==> config.mk <==
export PLATFORM = sky130hd
export DESIGN_NAME = seg7_scan_drv_flat
export DESIGN_NICKNAME = d
export VERILOG_FILES = /design/src/rtl/seg7_scan_drv_if.sv /design/src/rtl/seg7_scan_drv.sv /design/src/flat_wrapper.sv
export SDC_FILE = /design/constraint.sdc
export NUM_CORES = 1
export LEC_CHECK = 0
export ABC_CLOCK_PERIOD_IN_PS = 3200
export CAP_MARGIN = 15
export CORE_MARGIN = 3
export CORE_UTILIZATION = 40
export CTS_BUF_LIST = sky130_fd_sc_hd__clkbuf_2 sky130_fd_sc_hd__clkbuf_4 sky130_fd_sc_hd__clkbuf_8
export CTS_CLUSTER_DIAMETER = 60
export DETAILED_ROUTE_END_ITERATION = 8
export MAX_ROUTING_LAYER = met4
export PLACE_DENSITY_LB_ADDON = 0.3
export SYNTH_ARGS = -nofsm -noshare
export SYNTH_HDL_FRONTEND = slang
export SYNTH_SLANG_ARGS = --single-unit
==> constraint.sdc <==
create_clock -name clk -period 3.2 [get_ports clk]
set_input_delay 0.64 -clock clk [delete_from_list [all_inputs] [get_ports clk]]
set_output_delay 0.64 -clock clk [all_outputs]
set_load 0.05 [all_outputs]
==> src/rtl/seg7_scan_drv_if.sv <==
// Display-side bundle for seg7_scan_drv: digit values in, segment/digit drive and frame pulse out.
interface seg7_scan_drv_if;
  logic [3:0] seg7val_in [1:0];
  logic [6:0] seg_out;
  logic [1:0] dig_sel;
  logic       frame_strobe;

  // Counter side: supplies digits, observes the display drive.
  modport master (
    output seg7val_in,
    input  seg_out,
    input  dig_sel,
    input  frame_strobe
  );

  // Display driver side.
  modport slave (
    input  seg7val_in,
    output seg_out,
    output dig_sel,
    output frame_strobe
  );
endinterface

==> src/rtl/seg7_scan_drv.sv <==
// Two-digit multiplexed 7-segment scan driver.
// Samples both digits once per frame, decodes, and scans ones/tens with a blank slot before each.
module seg7_scan_drv #(
  parameter int unsigned SCAN_DIV    = 1000,
  parameter int unsigned BLANK_CYC   = 16,
  parameter bit          SEG_ACT_LOW = 1'b0,
  parameter bit          DIG_ACT_LOW = 1'b0,
  parameter bit          LZ_BLANK    = 1'b0
) (
  input logic            clk,
  input logic            n_rst,
  seg7_scan_drv_if.slave bus
);

  localparam int unsigned MAX_CYC = (SCAN_DIV > BLANK_CYC) ? SCAN_DIV : BLANK_CYC;
  localparam int unsigned CW      = (MAX_CYC > 1) ? $clog2(MAX_CYC) : 1;

  localparam logic [CW-1:0] SHOW_LAST  = CW'(SCAN_DIV - 1);
  localparam logic [CW-1:0] BLANK_LAST = CW'(BLANK_CYC - 1);

  localparam logic [1:0] ST_BLANK0 = 2'd0;
  localparam logic [1:0] ST_SHOW0  = 2'd1;
  localparam logic [1:0] ST_BLANK1 = 2'd2;
  localparam logic [1:0] ST_SHOW1  = 2'd3;

  logic [1:0]    state, nxt_state;
  logic [CW-1:0] cnt, nxt_cnt;
  logic          cnt_last;
  logic [3:0]    smp0, smp1;
  logic          strobe_nxt;
  logic [1:0]    dig_log;
  logic [6:0]    seg_log;

  // BCD to {g,f,e,d,c,b,a}; non-BCD codes show a dash.
  function automatic logic [6:0] dec(input logic [3:0] v);
    case (v)
      4'd0:    dec = 7'h3F;
      4'd1:    dec = 7'h06;
      4'd2:    dec = 7'h5B;
      4'd3:    dec = 7'h4F;
      4'd4:    dec = 7'h66;
      4'd5:    dec = 7'h6D;
      4'd6:    dec = 7'h7D;
      4'd7:    dec = 7'h07;
      4'd8:    dec = 7'h7F;
      4'd9:    dec = 7'h6F;
      default: dec = 7'h40;
    endcase
  endfunction

  // Next state/counter; outputs are decoded from the next state so they move with it.
  always_comb begin
    nxt_state = state;
    cnt_last  = (state == ST_SHOW0 || state == ST_SHOW1) ? (cnt == SHOW_LAST)
                                                         : (cnt == BLANK_LAST);
    nxt_cnt   = cnt_last ? '0 : cnt + 1'b1;
    if (cnt_last) begin
      case (state)
        ST_BLANK0: nxt_state = ST_SHOW0;
        ST_SHOW0:  nxt_state = ST_BLANK1;
        ST_BLANK1: nxt_state = ST_SHOW1;
        default:   nxt_state = ST_BLANK0;
      endcase
    end
    strobe_nxt = (nxt_state == ST_SHOW1) && (nxt_cnt == SHOW_LAST);
    dig_log    = '0;
    seg_log    = '0;
    case (nxt_state)
      ST_SHOW0: begin
        dig_log = 2'b01;
        seg_log = dec(smp0);
      end
      ST_SHOW1: begin
        if (!(LZ_BLANK && smp1 == 4'd0)) begin
          dig_log = 2'b10;
          seg_log = dec(smp1);
        end
      end
      default: ;
    endcase
  end

  // Scan state and slot counter.
  always_ff @(posedge clk or negedge n_rst) begin
    if (!n_rst) begin
      state <= ST_BLANK0;
      cnt   <= '0;
    end else begin
      state <= nxt_state;
      cnt   <= nxt_cnt;
    end
  end

  // Digit samples load only on the edge closing the strobe cycle, so a frame never tears.
  always_ff @(posedge clk or negedge n_rst) begin
    if (!n_rst) begin
      smp0 <= '0;
      smp1 <= '0;
    end else if (bus.frame_strobe) begin
      smp0 <= bus.seg7val_in[0];
      smp1 <= bus.seg7val_in[1];
    end
  end

  // Registered display drive with physical polarity applied last.
  always_ff @(posedge clk or negedge n_rst) begin
    if (!n_rst) begin
      bus.seg_out      <= {7{SEG_ACT_LOW}};
      bus.dig_sel      <= {2{DIG_ACT_LOW}};
      bus.frame_strobe <= 1'b0;
    end else begin
      bus.seg_out      <= seg_log ^ {7{SEG_ACT_LOW}};
      bus.dig_sel      <= dig_log ^ {2{DIG_ACT_LOW}};
      bus.frame_strobe <= strobe_nxt;
    end
  end

endmodule

==> src/flat_wrapper.sv <==
// flat-port wrapper written by rule: the top's interface ports become plain ports
module seg7_scan_drv_flat 
#(
  parameter int unsigned SCAN_DIV    = 1000,
  parameter int unsigned BLANK_CYC   = 16,
  parameter bit          SEG_ACT_LOW = 1'b0,
  parameter bit          DIG_ACT_LOW = 1'b0,
  parameter bit          LZ_BLANK    = 1'b0
)
  (clk, n_rst, bus_seg7val_in, bus_seg_out, bus_dig_sel, bus_frame_strobe);
  seg7_scan_drv_if bus_i ();
  input logic clk;
  input logic n_rst;
  input wire logic [$bits(bus_i.seg7val_in)-1:0] bus_seg7val_in;
  output wire logic [$bits(bus_i.seg_out)-1:0] bus_seg_out;
  output wire logic [$bits(bus_i.dig_sel)-1:0] bus_dig_sel;
  output wire logic [$bits(bus_i.frame_strobe)-1:0] bus_frame_strobe;
  assign bus_i.seg7val_in = {>>{bus_seg7val_in}};
  assign bus_seg_out = bus_i.seg_out;
  assign bus_dig_sel = bus_i.dig_sel;
  assign bus_frame_strobe = bus_i.frame_strobe;
  seg7_scan_drv #(.SCAN_DIV(SCAN_DIV), .BLANK_CYC(BLANK_CYC), .SEG_ACT_LOW(SEG_ACT_LOW), .DIG_ACT_LOW(DIG_ACT_LOW), .LZ_BLANK(LZ_BLANK)) u_core (.clk(clk), .n_rst(n_rst), .bus(bus_i));
endmodule
==> flow_metrics.env <==
export IMPL_fin_ws_ps=660
export IMPL_synth_edf_count=0
export IMPL_fin_crit_ps=2540
export IMPL_preCtsSetupSlack_ps=663
export IMPL_synth_seq_area_share_pct=42.7
export IMPL_multiInputGateArea_um2=911
export IMPL_route_antenna_remaining_nets=0
export IMPL_initial_core_util_pct=42.7
export IMPL_cap_violations=0
export IMPL_layout_common_cells="30 x dfrtp_1, 20 x o21ai_0, 19 x clkdlybuf4s50_1"
export IMPL_crit_path_end_kind="flip-flop"
export IMPL_cts_htree_levels=2
export IMPL_dr_pass1_iters=4
export IMPL_port_buffers=19
export IMPL_cts_hold_repair_buffers=0
export IMPL_fin_area_um2=2090
export IMPL_ys_ff_latch=30
export IMPL_synthesis_area_um2=1760
export IMPL_drive_gt1_share_pct=9.66
export IMPL_antenna_found_initial=0
export IMPL_seqCellArea_um2=751
export IMPL_die_h_um=72.3
export IMPL_postPlaceCellArea_um2=2000
export IMPL_worst_setup_path_start_kind="flip-flop"
export IMPL_cts_tree="yes"
export IMPL_critPathArrivalTime_ps=2670
export IMPL_path_clk_slew_ps=60
export IMPL_status="finished, final reports clean"
export IMPL_hp_class="reg2reg"
export IMPL_rsz0062_at_grt="no"
export IMPL_p_leak_nw=0.919
export IMPL_yosys_area_top_type="dfrtp_1"
export IMPL_fin_setup_tns_ps=0
export IMPL_cts_resized=0
export IMPL_ys_async_sr_fraction_pct=100
export IMPL_vias_per_cell=5.05
export IMPL_final_common_cell="dfrtp_1"
export IMPL_grt_max_degree=31
export IMPL_root_buffer="clkbuf_8"
export IMPL_cts_setup_buffers=0
export IMPL_routed_via_count=1299
export IMPL_gr_total_overflow=0
export IMPL_cp_required_ps=3330
export IMPL_skew_ps=4.35
export IMPL_clock_latency_ps=280
export IMPL_relSlewSlack_pct=66.8
export IMPL_powerDensity_nw_per_um2=332
export IMPL_drt_wl_total_um=3320
export IMPL_synth_ff_type="dfrtp_1"
export IMPL_wl_per_cell_um=12.9
export IMPL_core_area_um2=4120
export IMPL_syn_to_final_growth_pct=18.7
export IMPL_hpwlAfterDp_um=2400
export IMPL_fmax_ghz=0.394
export IMPL_drc=0
export IMPL_critPathMaxFanout=10
export IMPL_cts_inserted_buffers=5
export IMPL_syn_num_nets=209
export IMPL_grt_pass1_wl_um=5680
export IMPL_synth_area_per_cell_um2=9.61
export IMPL_yosys_warnings=0
export IMPL_grt_usage_pct=14.5
export IMPL_diodes=0
export IMPL_place_congestion=0.863
export IMPL_clock_sinks=30
export IMPL_ios=20
export IMPL_setup_viol=0
export IMPL_hold_viol=0
export IMPL_die_area_um2=5230
export IMPL_die_w_um=72.3
export IMPL_n_fill_cell=377
export IMPL_clock_path_buffers=2
export IMPL_rows=23
export IMPL_tightest_slew_ps=497
export IMPL_period_share_pct=79.4
export IMPL_final_max_slew_violation_count=0
export IMPL_synth_area_leaders="dfrtp_1 43%, ha_1 11%, o21ai_0 5.7%"
export IMPL_grt_pass1_vias=1213
export IMPL_synth_cell_types=37
export IMPL_drtIter0Drc=108
export IMPL_syn_inst=183
export IMPL_vdd_drop_max_uv=156
export IMPL_path_class="reg2reg"
export IMPL_nets=233
export IMPL_netlist_area_leader_share_pct=42.7
-- per-stage QoR --
step / hold WS (ps) / utilization [%] / power, mW / instances
2_1_floorplan: 344 / - / 0.386 / 183
3_3_place_gp: 518 / 48.7 / 0.406 / 250
3_5_place_dp: 523 / 48.7 / 0.406 / 250
4_1_cts: 531 / 50.7 / 0.705 / 257
5_1_grt: 575 / 50.7 / 0.720 / 257
6_report: 527 / 50.7 / 0.694 / 257
-- metal layers --
layer / track usage [%] / share of wire [%] / vias to the layer above
met5: - / 0 / -
li1: - / - / 683
met4: 7.52 / 2.3 / 0
met1: 20.2 / 52 / 588
met2: 19.8 / 42 / 21
met3: 3.05 / 3.6 / 7
-- sequential cells by signal, summed over array words and instances (netlist names) --
name,flops
u_core.cnt,10
u_core.smp1,4
u_core.bus.seg_out,7
u_core.bus.frame_strobe,1
u_core.state,2
u_core.smp0,4
u_core.bus.dig_sel,2
-- cells by family after synthesis --
family / count (synthesis) / share of synthesized area (%)
compound gates: 47 / 19.7
xor+xnor: 8 / 3.98
buf+inv: 23 / 5.55
fa+ha+maj: 16 / 11.4
flops: 30 / 42.7
simple gates: 59 / 16.7
-- critical path, stage by stage (launching register included) --
cell,delay (ps)
dfrtp_1,440
or4b_1,540
or4_4,460
a211oi_4,400
a21o_1,390
a311oi_2,160
-- cells in the mapped netlist, types with 4 or more instances --
master and number:
dfrtp_1 30, o21ai_0 20, inv_1 18, nor2_1 18
ha_1 16, nand2_1 16, a21oi_1 8, a221oi_2 6
xnor2_1 5, nand3_1 4
-- report_power, final --
part           internal, mW  total [mW]  switching, mW
logic                0.0102      0.0186        0.00834
clock network         0.166       0.296          0.130
registers             0.379       0.379              0
-- path summary, 6_finish.rpt --
check | startpoint | end | slack, ps | cells after the start
max in group asynchronous | n_rst | u_core.cnt[2] | 2170 | 2
worst max register to register | u_core.cnt[6] | u_core.bus.seg_out[3] | 660 | 5
min in group asynchronous | n_rst | u_core.smp1[0] | 750 | 2
worst min register to register | u_core.cnt[0] | u_core.cnt[0] | 530 | 1
worst max-delay path | u_core.cnt[6] | u_core.bus.seg_out[3] | 660 | 5
worst min-delay path | u_core.cnt[0] | u_core.cnt[0] | 530 | 1
-- area by class of cell --
class                      count  area share [%]
clock buffer                   7            4.01
inverter                      18            3.24
multi-input combinational    130            43.6
sequential                    30            35.9
tap                           50            3.00
timing repair buffer          22            10.2
Note: power is estimated with default switching activity, not from simulation.
